### config.mk
export PLATFORM = sky130hd
export DESIGN_NAME = shift_add_multiplier
export DESIGN_NICKNAME = d
export VERILOG_FILES = /design/src/rtl/shift_add_multiplier.sv
export SDC_FILE = /design/constraint.sdc
export NUM_CORES = 1
export LEC_CHECK = 0
export ABC_AREA = 1
export CORE_MARGIN = 2
export CORE_UTILIZATION = 62
export DETAILED_ROUTE_END_ITERATION = 10
export DONT_BUFFER_PORTS = 1
export GPL_TIMING_DRIVEN = 0
export PLACE_DENSITY = 0.86
export SLEW_MARGIN = 10
export SYNTH_ARGS = -nofsm -noshare
export SYNTH_HDL_FRONTEND = slang
export SYNTH_SLANG_ARGS = --single-unit
### constraint.sdc
create_clock -name clk -period 4.2 [get_ports clk]
set_clock_uncertainty 0.15 [all_clocks]
set_input_delay 0.84 -clock clk [delete_from_list [all_inputs] [get_ports clk]]
set_output_delay 0.84 -clock clk [all_outputs]
set_load 0.03 [all_outputs]
### src/rtl/shift_add_multiplier.sv
// ---------------------------------------------------------------------------
// shift_add_multiplier
//
// Sequential 4x4 unsigned multiplier built from the classic shift-add
// datapath ({C, A, Q} with multiplicand M). One partial-product step is
// retired per clock, so a multiply takes four CALC cycles followed by a
// single DONE cycle.
//
// Ports
//   clk    in   1  clock, all state updates on the rising edge
//   rst    in   1  synchronous active-high reset
//   start  in   1  begin a multiply (only looked at while idle)
//   a      in   4  multiplicand, captured when start is accepted
//   b      in   4  multiplier, captured when start is accepted
//   p      out  8  registered product, held until the next result
//   busy   out  1  high while the multiply steps are running
//   done   out  1  one-cycle pulse, p is valid while it is high
// ---------------------------------------------------------------------------
module shift_add_multiplier (
  input  logic       clk,
  input  logic       rst,
  input  logic       start,
  input  logic [3:0] a,
  input  logic [3:0] b,
  output logic [7:0] p,
  output logic       busy,
  output logic       done
);

  typedef enum logic [1:0] {
    IDLE = 2'd0,
    CALC = 2'd1,
    DONE = 2'd2
  } state_e;

  state_e     state_q, state_d;
  logic [3:0] m_q, m_d;     // multiplicand
  logic [3:0] a_q, a_d;     // accumulator (high half of the product)
  logic [3:0] q_q, q_d;     // multiplier, shifts out as the low half fills
  logic       c_q, c_d;     // carry out of the accumulator add
  logic [2:0] cnt_q, cnt_d; // completed steps
  logic [7:0] p_q, p_d;     // result register

  // Pre-shift value of {C, A} for the current step.
  logic [4:0] sum;
  logic [3:0] addend;
  logic       carry;

  // Ripple adder: A + (Q[0] ? M : 0). Gating the addend covers the
  // "no add" case without a separate mux on the accumulator.
  always_comb begin
    // NOTE: blocking assignments here, so carry ripples bit by bit within
    // the same evaluation; registers below use non-blocking only.
    addend = q_q[0] ? m_q : 4'd0;
    carry  = 1'b0;
    sum    = 5'd0;
    for (int i = 0; i < 4; i++) begin
      sum[i] = a_q[i] ^ addend[i] ^ carry;
      carry  = (a_q[i] & addend[i]) | (carry & (a_q[i] ^ addend[i]));
    end
    sum[4] = carry;
  end

  // Next-state and datapath control.
  always_comb begin
    // NOTE: every signal gets a hold default first, so no path through the
    // case leaves one unassigned and no latch is inferred.
    state_d = state_q;
    m_d     = m_q;
    a_d     = a_q;
    q_d     = q_q;
    c_d     = c_q;
    cnt_d   = cnt_q;
    p_d     = p_q;

    unique case (state_q)
      IDLE: begin
        if (start) begin
          m_d     = a;
          q_d     = b;
          a_d     = 4'd0;
          c_d     = 1'b0;
          cnt_d   = 3'd0;
          state_d = CALC;
        end
      end

      CALC: begin
        // Shift {C, A, Q} right by one with 0 entering at C.
        c_d   = 1'b0;
        a_d   = sum[4:1];
        q_d   = {sum[0], q_q[3:1]};
        cnt_d = cnt_q + 3'd1;
        // Fourth step: the post-shift {A, Q} is the full product.
        if (cnt_q == 3'd3) begin
          p_d     = {sum[4:1], sum[0], q_q[3:1]};
          state_d = DONE;
        end
      end

      DONE: begin
        state_d = IDLE;
      end

      default: begin
        state_d = IDLE;
      end
    endcase
  end

  always_ff @(posedge clk) begin
    if (rst) begin
      // NOTE: every register, datapath included, is cleared so that p reads
      // zero after reset and an interrupted multiply leaves nothing behind.
      state_q <= IDLE;
      m_q     <= 4'd0;
      a_q     <= 4'd0;
      q_q     <= 4'd0;
      c_q     <= 1'b0;
      cnt_q   <= 3'd0;
      p_q     <= 8'h00;
    end else begin
      state_q <= state_d;
      m_q     <= m_d;
      a_q     <= a_d;
      q_q     <= q_d;
      c_q     <= c_d;
      cnt_q   <= cnt_d;
      p_q     <= p_d;
    end
  end

  // The carry register is refilled with 0 by every shift, so between steps
  // it always reads zero; it is kept as architectural state but not consumed.
  logic unused_c;
  assign unused_c = c_q;

  assign p    = p_q;
  assign busy = (state_q == CALC);
  assign done = (state_q == DONE);

endmodule

==> summary.md <==
| Metric | Value |
|---|---|
| Outcome | complete, no violations |
| Starting Density | between 60 and 70% |
| Sink Count | 25 |
| Congestion Overflow GR | 0 |
| Largest net degree at the start of global routing | 14 |
| Worst path max stage delay | 420 ps |
| Worst-Margin Slew | between 500 and 600 ps |
| Hold WC Path Type | reg2reg |
| Clock share of power | between 20% and 30% |
| Tot Pwr | 413 µW |
| Final Max Slew Viols | 0 |
| Clock buffer depth | 2 |
| GR Util All Layers | roughly 23% |
| R2R Setup Slk | 1620 ps |
| Drt total wl | 2250 µm |
| Post-CTS Setup Inserts | 0 |
| Hold Fails Final Rpt | 0 |
| Syn_nets | 159 |
| Flop and latch count out of synthesis | 25 |
| Most frequent CP cell | fa_1 |
| Layout cell share with drive strength beyond 1 | 13.0% |
| Post-route ant nets | 0 |
| Achievable frequency | ~390 MHz |
| Via-to-Cell Ratio | 5.37 |
| Power per cell area | about 340 mW/mm² |
| Sequential fraction of the synthesis area | around 44% |
| Core Rows | 15 |
| Root Buffer Master | clkbuf_4 |
| Die Wd | about 47 µm |
| Routability cong. | 0.853 |
| Clock slew at reported path FFs | about 130 ps |
| Vias post-DR | approximately 920 |
| Switch share | a little over a quarter |
| 1st-iter DRT viols | 45 |
| Setup violators final | 0 |
| I/O pin count | 21 |
| ANT cells | 0 |
| Post-route DRC | 0 |
| Leak | around 0.52 nW |
| Critical setup path kind | reg2reg |
| CP startpoint kind | flip-flop |
| Clk_lat worst skew | between 300 and 400 ps |
| Slew HR | a little over three fifths |
| Setup TNS | 0 ps |
| Reg2reg end | a_q[2] |
| Max-Cap Viols | 0 |
| Netlist cell types | 21 |
| Synth warn | 0 |
| Total CTS buffers | 3 |
| Share of total power in sequential cells | 61.2% |
| First-pass GRT wire length | roughly 3400 µm |
| Die area | 0.00221 mm² |
| WL per Instance | between 10 and 15 µm |
| Dpl hpwl | between 1500 and 2000 µm |
| Peak VDD IR | approximately 0.26 mV |
| Hold Slack | between 300 and 400 ps |
| Critical path, cell by cell | nand2_1 -> inv_1 -> ha_1 -> fa_1 -> fa_1 -> inv_1 -> fa_1 -> or2_2 -> a21oi_1 |
| RSZ-0062 raised after global routing | no |
| Initial antenna violation count | 0 |
| Psw | roughly 110 µW |
| H-tree levels | 1 |
| Worst Reg-to-Reg Cells | 9 |
| Int Pwr | 303 µW |
| Worst Setup EP | a_q[2] |
| Syn Inst Count | roughly 140 |
| Worst-path fanout max | 5 |
| Capturing element type of the critical path | flip-flop |
| Post_cts resized | 0 |
| Number of global-route vias before repair | 817 |
| Gate power share | about an eighth |
| Final min period | between 2000 and 3000 ps |
| Port Buffers | 0 |
| Worst reg2reg path startpoint | q_q[0] |
| Worst Path Required | 4310 ps |
| Fin crit share | ~61% |
| Critical Path AT | 2690 ps |
| Core Area | ~0.0017 mm² |
| Die height | 47.0 µm |
| Worst min-delay path startpoint | cnt_q[1] |
| Final core utilization | between 60 and 70% |
| Setup crit start | q_q[0] |
| Synth-to-Final Area Change | 5.03% |
| Fill cells | 152 |
| Slowest CP cell | fa_1 |
| Nets | roughly 160 |
| DR pass1 iterations | 4 |
| Clock tree from TritonCTS | built |
| Avg Cell Area, Syn | around 8.1 µm² |
| Synth Cell Area | 0.00114 mm² |
| Post-CTS Hold Fix Bufs | 0 |
[cell families after synthesis]
family	synth area share [%]
DFF	43.7
and+or+nand+nor	30.6
buffers and inverters	9.29
adders and majority gates	8.53
AOI/OAI and AO/OA	7.87
[Yosys cell counts]
master	n	area, µm²
a21oi_1	8	40.0
nor2_2	1	6.26
nand2_1	22	82.6
or2_2	3	18.8
inv_1	13	48.8
nor2_1	21	78.8
buf_2	1	5.00
inv_2	2	7.51
nand3b_1	1	7.51
nand2_4	3	33.8
ha_1	3	37.5
buf_8	1	15.0
nor3_1	3	15.0
nor2_4	2	22.5
fa_1	3	60.1
nand3_1	17	85.1
o21ai_1	1	5.00
o21ai_0	9	45.0
buf_6	2	22.5
buf_4	1	7.51
dfxtp_1	25	500
[metrics by stage]
step           setup WS, ps  instances  instance area, µm²
2_1_floorplan          1820        142                1140
3_3_place_gp           1750        167                1180
3_5_place_dp           1680        167                1180
4_1_cts                1630        171                1200
5_1_grt                1540        171                1200
6_report               1620        171                1200
[registers in the layout, indices dropped and copies added, names as in the netlist]
register and flops:
p 8, a_q 4, m_q 4, q_q 4, cnt_q 3, state_q 2
[cell usage in the layout, fill, tap and decap left out, drive strengths merged, types with 3 or more instances in the layout]
cell	n
nor2	24
nand3	17
fa	3
dfxtp	25
nand2	25
inv	15
o21ai	10
nor3	3
ha	3
buf	5
a21oi	8
or2	3
clkbuf	4
[layer usage]
metal / global-route usage, % / routed length [µm] / share of wire [%] / vias up
met2: 38.9 / 1110 / 49 / 31
li1: - / - / - / 457
met4: 12.2 / 42 / 1.9 / 0
met1: 28.3 / 999 / 44 / 426
met5: 0 / 0 / 0 / -
met3: 2.31 / 98 / 4.4 / 5
[worst min path at each step]
| stage | depth (start not counted) | to |
|---|---|---|
| floorplan | 1 | cnt_q[0] |
| global placement | 1 | cnt_q[0] |
| detailed placement | 1 | cnt_q[0] |
| CTS | 2 | cnt_q[1] |
| global route | 2 | a_q[3] |
| finish | 2 | cnt_q[1] |
[worst max-delay path, delay by kind of cell (launching register included)]
kind / cells / cell delay (ps)
adder cells (fa/ha/maj): 4 / 1370
buffers and inverters: 2 / 110
AND/OR/NAND/NOR: 2 / 380
AO/OA/AOI/OAI: 1 / 130
flip-flops: 1 / 370
[layout make-up]
| class | instances | area [µm²] | share of cell area [%] |
|---|---|---|---|
| clock buffer | 4 | 26.3 | 2.19 |
| tap | 25 | 31.3 | 2.60 |
| buffer | 5 | 50.0 | 4.16 |
| inverter | 15 | 56.3 | 4.68 |
| sequential | 25 | 500 | 41.6 |
| multi-input combinational | 97 | 538 | 44.7 |
[power by group through the flow]
stage / combinational (mW) / clock, mW / sequential (mW)
final: 0.0524 / 0.108 / 0.253
after global routing: 0.0570 / 0.117 / 0.254
after CTS: 0.0519 / 0.112 / 0.253
after detailed placement: 0.0516 / 0 / 0.258
after global placement: 0.0490 / 0 / 0.258
after floorplan: 0.0419 / 0 / 0.257
Power figures use the tool's default switching activity.
